--- config.mk ---
export PLATFORM = sky130hd
export DESIGN_NAME = irq_responder
export DESIGN_NICKNAME = d
export VERILOG_FILES = /design/src/rtl/irq_responder.sv
export SDC_FILE = /design/constraint.sdc
export NUM_CORES = 1
export LEC_CHECK = 0
export CAP_MARGIN = 30
export CORE_ASPECT_RATIO = 1.75
export CORE_UTILIZATION = 43
export DETAILED_ROUTE_END_ITERATION = 10
export GPL_TIMING_DRIVEN = 1
export PLACE_DENSITY = 0.74
export SLEW_MARGIN = 20
export SYNTH_ARGS = -nofsm -noshare
export SYNTH_HDL_FRONTEND = slang
export SYNTH_SLANG_ARGS = --single-unit
export TNS_END_PERCENT = 100
--- constraint.sdc ---
create_clock -name clk -period 4.75 [get_ports clk]
set_input_delay 1.425 -clock clk [delete_from_list [all_inputs] [get_ports clk]]
set_output_delay 1.425 -clock clk [all_outputs]
set_load 0.1 [all_outputs]
--- src/rtl/irq_responder.sv ---
// Memory-mapped IRQ source at BASE_ADDR; irq_out rises 3 cycles after a synchronised edge, bus never stalls.
// Optional IRQ_LATENCY_EN adds a 16-bit service-latency counter shown in STATUS[31:16].
module irq_responder #(
   parameter logic [31:0] BASE_ADDR   = 32'h0000_7F20,
   parameter int          MAX_PENDING = 15,
   parameter int          HOLDOFF     = 4
) (
   input  logic        clk,
   input  logic        reset,
   input  logic        irq_in,
   input  logic [31:0] addr,
   input  logic [31:0] wdata,
   input  logic [3:0]  byteen,
   output logic [31:0] rdata,
   output logic        irq_out,
   output logic        ack_pulse
);

   typedef enum logic [1:0] {
      ST_IDLE    = 2'd0,
      ST_ACTIVE  = 2'd1,
      ST_HOLDOFF = 2'd2
   } state_t;

   localparam logic [7:0] MAX_P = 8'(MAX_PENDING);
   // Timer is loaded one short so the holdoff state lasts HOLDOFF cycles (and one cycle when HOLDOFF=0).
   localparam logic [7:0] HOLD_LOAD = (HOLDOFF == 0) ? 8'd0 : 8'(HOLDOFF - 1);

   state_t      state, state_nx;
   logic [7:0]  timer, timer_nx;
   logic [7:0]  pending;
   logic        enable, overflow;
   logic [31:0] serviced;
   logic        sync1, sync2, dly, rise;

   logic [31:0] word_addr;
   logic        in_win, wr_en, ack, ctrl_wr;
   logic [1:0]  reg_sel;
   logic [31:0] status;
   logic        unused_wdata;

   assign word_addr    = addr & ~32'd3;
   assign in_win       = (word_addr >= BASE_ADDR) && (word_addr <= BASE_ADDR + 32'd12);
   assign reg_sel      = word_addr[3:2] - BASE_ADDR[3:2];
   assign wr_en        = (byteen != 4'd0) && in_win;
   assign ack          = wr_en && (reg_sel == 2'd0);
   assign ctrl_wr      = wr_en && (reg_sel == 2'd2);
   assign unused_wdata = &{1'b0, wdata[31:3], wdata[1]};

   always_ff @(posedge clk or posedge reset) begin
      if (reset) begin
         sync1 <= 1'b0;
         sync2 <= 1'b0;
         dly   <= 1'b0;
      end else begin
         sync1 <= irq_in;
         sync2 <= sync1;
         dly   <= sync2;
      end
   end

   assign rise = sync2 & ~dly;

   always_ff @(posedge clk or posedge reset) begin
      if (reset) begin
         pending   <= 8'd0;
         overflow  <= 1'b0;
         enable    <= 1'b1;
         serviced  <= 32'd0;
         ack_pulse <= 1'b0;
      end else begin
         ack_pulse <= ack;
         if (ack)
            serviced <= serviced + 32'd1;
         if (ctrl_wr) begin
            enable <= wdata[0];
            if (wdata[2])
               overflow <= 1'b0;
         end
         // A rise coinciding with an acknowledge cancels out.
         if (rise && !ack) begin
            if (pending == MAX_P)
               overflow <= 1'b1;
            else
               pending <= pending + 8'd1;
         end else if (ack && !rise && pending != 8'd0) begin
            pending <= pending - 8'd1;
         end
      end
   end

   always_ff @(posedge clk or posedge reset) begin
      if (reset) begin
         state <= ST_IDLE;
         timer <= 8'd0;
      end else begin
         state <= state_nx;
         timer <= timer_nx;
      end
   end

   always_comb begin
      state_nx = state;
      timer_nx = timer;
      case (state)
         ST_IDLE: begin
            if (pending != 8'd0 && enable)
               state_nx = ST_ACTIVE;
         end
         ST_ACTIVE: begin
            if (ack) begin
               state_nx = ST_HOLDOFF;
               timer_nx = HOLD_LOAD;
            end else if (!enable) begin
               state_nx = ST_IDLE;
            end
         end
         ST_HOLDOFF: begin
            if (timer == 8'd0)
               state_nx = (pending != 8'd0 && enable) ? ST_ACTIVE : ST_IDLE;
            else
               timer_nx = timer - 8'd1;
         end
         default: state_nx = ST_IDLE;
      endcase
   end

   assign irq_out = (state == ST_ACTIVE);

`ifdef IRQ_LATENCY_EN
   logic [15:0] lat_cnt;
   logic        lat_run;

   // Counts cycles from IDLE->ACTIVE up to and including the acknowledging edge.
   always_ff @(posedge clk or posedge reset) begin
      if (reset) begin
         lat_cnt <= 16'd0;
         lat_run <= 1'b0;
      end else if (state == ST_IDLE && state_nx == ST_ACTIVE) begin
         lat_cnt <= 16'd0;
         lat_run <= 1'b1;
      end else if (lat_run) begin
         if (lat_cnt != 16'hFFFF)
            lat_cnt <= lat_cnt + 16'd1;
         if (ack)
            lat_run <= 1'b0;
      end
   end

   assign status = {lat_cnt, pending, 5'd0, overflow, enable, irq_out};
`else
   assign status = {14'd0, state, pending, 5'd0, overflow, enable, irq_out};
`endif

   always_comb begin
      rdata = 32'd0;
      if (in_win) begin
         case (reg_sel)
            2'd1:    rdata = status;
            2'd2:    rdata = {31'd0, enable};
            2'd3:    rdata = serviced;
            default: rdata = 32'd0;
         endcase
      end
   end

endmodule
==> flow_summary.yaml <==
setup_path:
  worstSetupPathType: "in2out"
  path_delay_family: "simple AND/OR/NAND/NOR gates"
  critPathCaptureType: "output pin"
  crit_path_frequent_cell: "buf_6"
  worstPathMaxFanout: 5
  worst-r2r-setup-slack_ps: 2100
  startpoint_type: "input pin"
  path_cells: "buf_6 -> or4_4 -> a2111o_1 -> or2_4 -> nor2_4 -> buf_6 -> buf_16 -> and2_4 -> buf_12"
  crit_required_ps: 3320
  critPathMaxStageDelay_ps: 510
  crit_path_top_delay_cell: "or4_4"
  critPathBufInv: 4
  cp.arrival_ps: 3410
route:
  antenna_left: 0
  wl_per_cell_um: 16.7
  viasPerCell: 5.58
  drt_iter0_markers: 194
  finalWirelength_um: 8860
  drc: 0
  num_vias: 2959
  dr.pass1.iters: 6
outcome:
  status: "finished, violations left"
  violations: "negative setup slack"
timing:
  maxSlewHeadroom: 0.356
  tns_ps: -914
  fin_crit_ps: 4830
  post-route-period-util: 1.02
  rsz0062_at_grt: "yes"
  drv_slew: 0
  finalWorstSetupSlack_ps: -80.1
  fmax_mhz: 207
  worst_pin_slew_ps: 963
  worst_clock_skew_ps: 5.91
  setup_viol: 18
  hold_viol_final: 0
clock_network:
  cts_sinks: 56
  cts_tree: "yes"
  holdBufCountCts: 0
  h-tree-depth: 2
  clock-root-buffer: "clkbuf_16"
  clkTransAtPathRegs_ps: 70
  clk-insertion-delay-late_ps: 290
  clockBufferDepth: 2
  cts-buffers-inserted: 5
logic_synthesis:
  synth.avg_cell_area_um2: 9.78
  synth-main-ff-cell: "dfrtp_1"
  async_flop_share: 1.00
  seq_area_frac_synth: 0.417
  synth_area_um2: 3360
  yosysWarnings: 0
  synth_edf_count: 0
  netlist_instances: 344
  netlist-cell-type-count: 53
  syn_nets: 429
  synth.top_cell.area_share: 0.409
  synth_largest_area_cell: "dfrtp_1"
  synth_area_leaders: "dfrtp_1 41%, xnor2_1 8.9%, ha_1 4.8%"
  synth_seq_cells: 56
floorplanning:
  die_x_um: 68.9
  die_area_um2: 8200
  row_count: 42
  ios: 105
  die_h_um: 119
  core_area_um2: 7570
  start_util: 0.445
placed_design:
  place_area_um2: 4790
  dp_hpwl_um: 6100
  dp.cells: 513
  gp_congestion: 0.839
  port-buffer-count: 72
worst_hold_path:
  hp-class: "reg2reg"
flow_run:
  maxCapViolations: 0
layout:
  nNetsFinal: 526
  final_util: 0.679
  area_growth_pct: 52.6
  diodes: 0
  finalNonFillerCells: 530
  fin_area_um2: 5130
  drive_gt1_frac: 0.292
power:
  power.density_nw_per_um2: 282
  leakagePower_nw: 2.20
  vdd_drop_max_v: 0.000330
  p_total_mw: 1.45
grt:
  grt_pass1_wl_um: 14400
  antenna_found_initial: 0
  grt_max_degree: 47
  first_global_vias: 3088
  grt_overflow: 0
  track_usage: 0.236
synth_stat cells, types with 3 or more instances:
cell	number
dfrtp_1	55
xnor2_1	34
nor2_1	32
nand2_1	28
and2_1	19
nand3_1	16
inv_1	14
mux2i_1	14
ha_1	13
nand4_1	11
nor3_1	7
o21ai_0	7
a22o_1	6
and3_1	6
clkbuf_1	6
nor4_1	6
a21oi_1	5
mux2_4	5
or3_1	5
or4_1	5
buf_2	3
o31ai_1	3
xor2_1	3
worst paths after layout:
| check | from | endpoint | cells past startpoint |
|---|---|---|---|
| min in group asynchronous | reset | serviced[6] | 2 |
| worst max register to register | dly | pending[7] | 9 |
| worst max-delay path | addr[18] | rdata[3] | 9 |
| worst min register to register | sync1 | sync2 | 0 |
| worst min-delay path | sync1 | sync2 | 0 |
| max in group asynchronous | reset | enable | 3 |
state kept, by name, indices dropped and copies added (netlist names):
register / flops
ack_pulse: 1
dly: 1
enable: 1
overflow: 1
pending: 8
serviced: 32
state: 2
sync1: 1
sync2: 1
timer: 8
layout make-up:
cell class / count / area, um^2
repair buffers: 101 / 1350
clock inverters: 1 / 30.0
well taps: 88 / 110
inverters: 15 / 68.8
fillers: 565 / 2430
multi-input cells: 262 / 2020
clock buffers: 7 / 153
flip-flops and latches: 56 / 1400
cells in the final DEF, fill, tap and decap left out, drive strengths merged, types with 3 or more instances in the layout:
cell / count
nand4: 11
a21oi: 5
nor4: 7
xnor2: 34
mux2i: 14
xor2: 3
nand2: 28
or2: 3
buf: 65
o31ai: 3
dfrtp: 55
and2: 19
and3: 6
mux2: 7
or3: 5
nor2: 32
or4: 5
a22o: 6
inv: 14
ha: 13
nand3: 16
clkbuf: 8
o21ai: 8
clkdlybuf4s50: 31
nor3: 7
kinds of logic (layout without fill, tap and decap cells):
| group | after synthesis | after routing | share of synthesized area |
|---|---|---|---|
| simple gates | 154 | 154 | 0.248 |
| compound gates | 36 | 36 | 0.0755 |
| buf+inv | 26 | 124 | 0.0383 |
| fa+ha+maj | 14 | 14 | 0.0543 |
| flops | 56 | 56 | 0.417 |
| xor+xnor | 37 | 37 | 0.0963 |
| mux | 21 | 21 | 0.0707 |
layer usage:
layer / track usage / wire (um)
met5: 0 / 0
met4: 0.116 / 357
met3: 0.0431 / 299
met2: 0.423 / 5050
met1: 0.248 / 3150
what timing repair did:
| item | in CTS | in global routing |
|---|---|---|
| hold endpoints to repair | 0 | 0 |
| gates cloned | 3 | 1 |
| setup buffers | 6 | 0 |
| endpoints found under the setup margin | 32 | 32 |
| resized for setup | 31 | 4 |
| pin swaps | 7 | 6 |
through the flow:
stage | hold slack (ps) | worst slack, ps
finish | 357 | -80.1
CTS | 359 | -179
floorplan | 331 | -190
global placement | 339 | -308
detailed placement | 338 | -342
global route | 370 | -139
report_power, final:
part	switching [mW]	internal (mW)	total (mW)
Clock	0.165	0.278	0.443
Combinational	0.206	0.240	0.446
Sequential	0.0449	0.516	0.561
Total	0.416	1.03	1.45
Power figures use the tool's default switching activity.
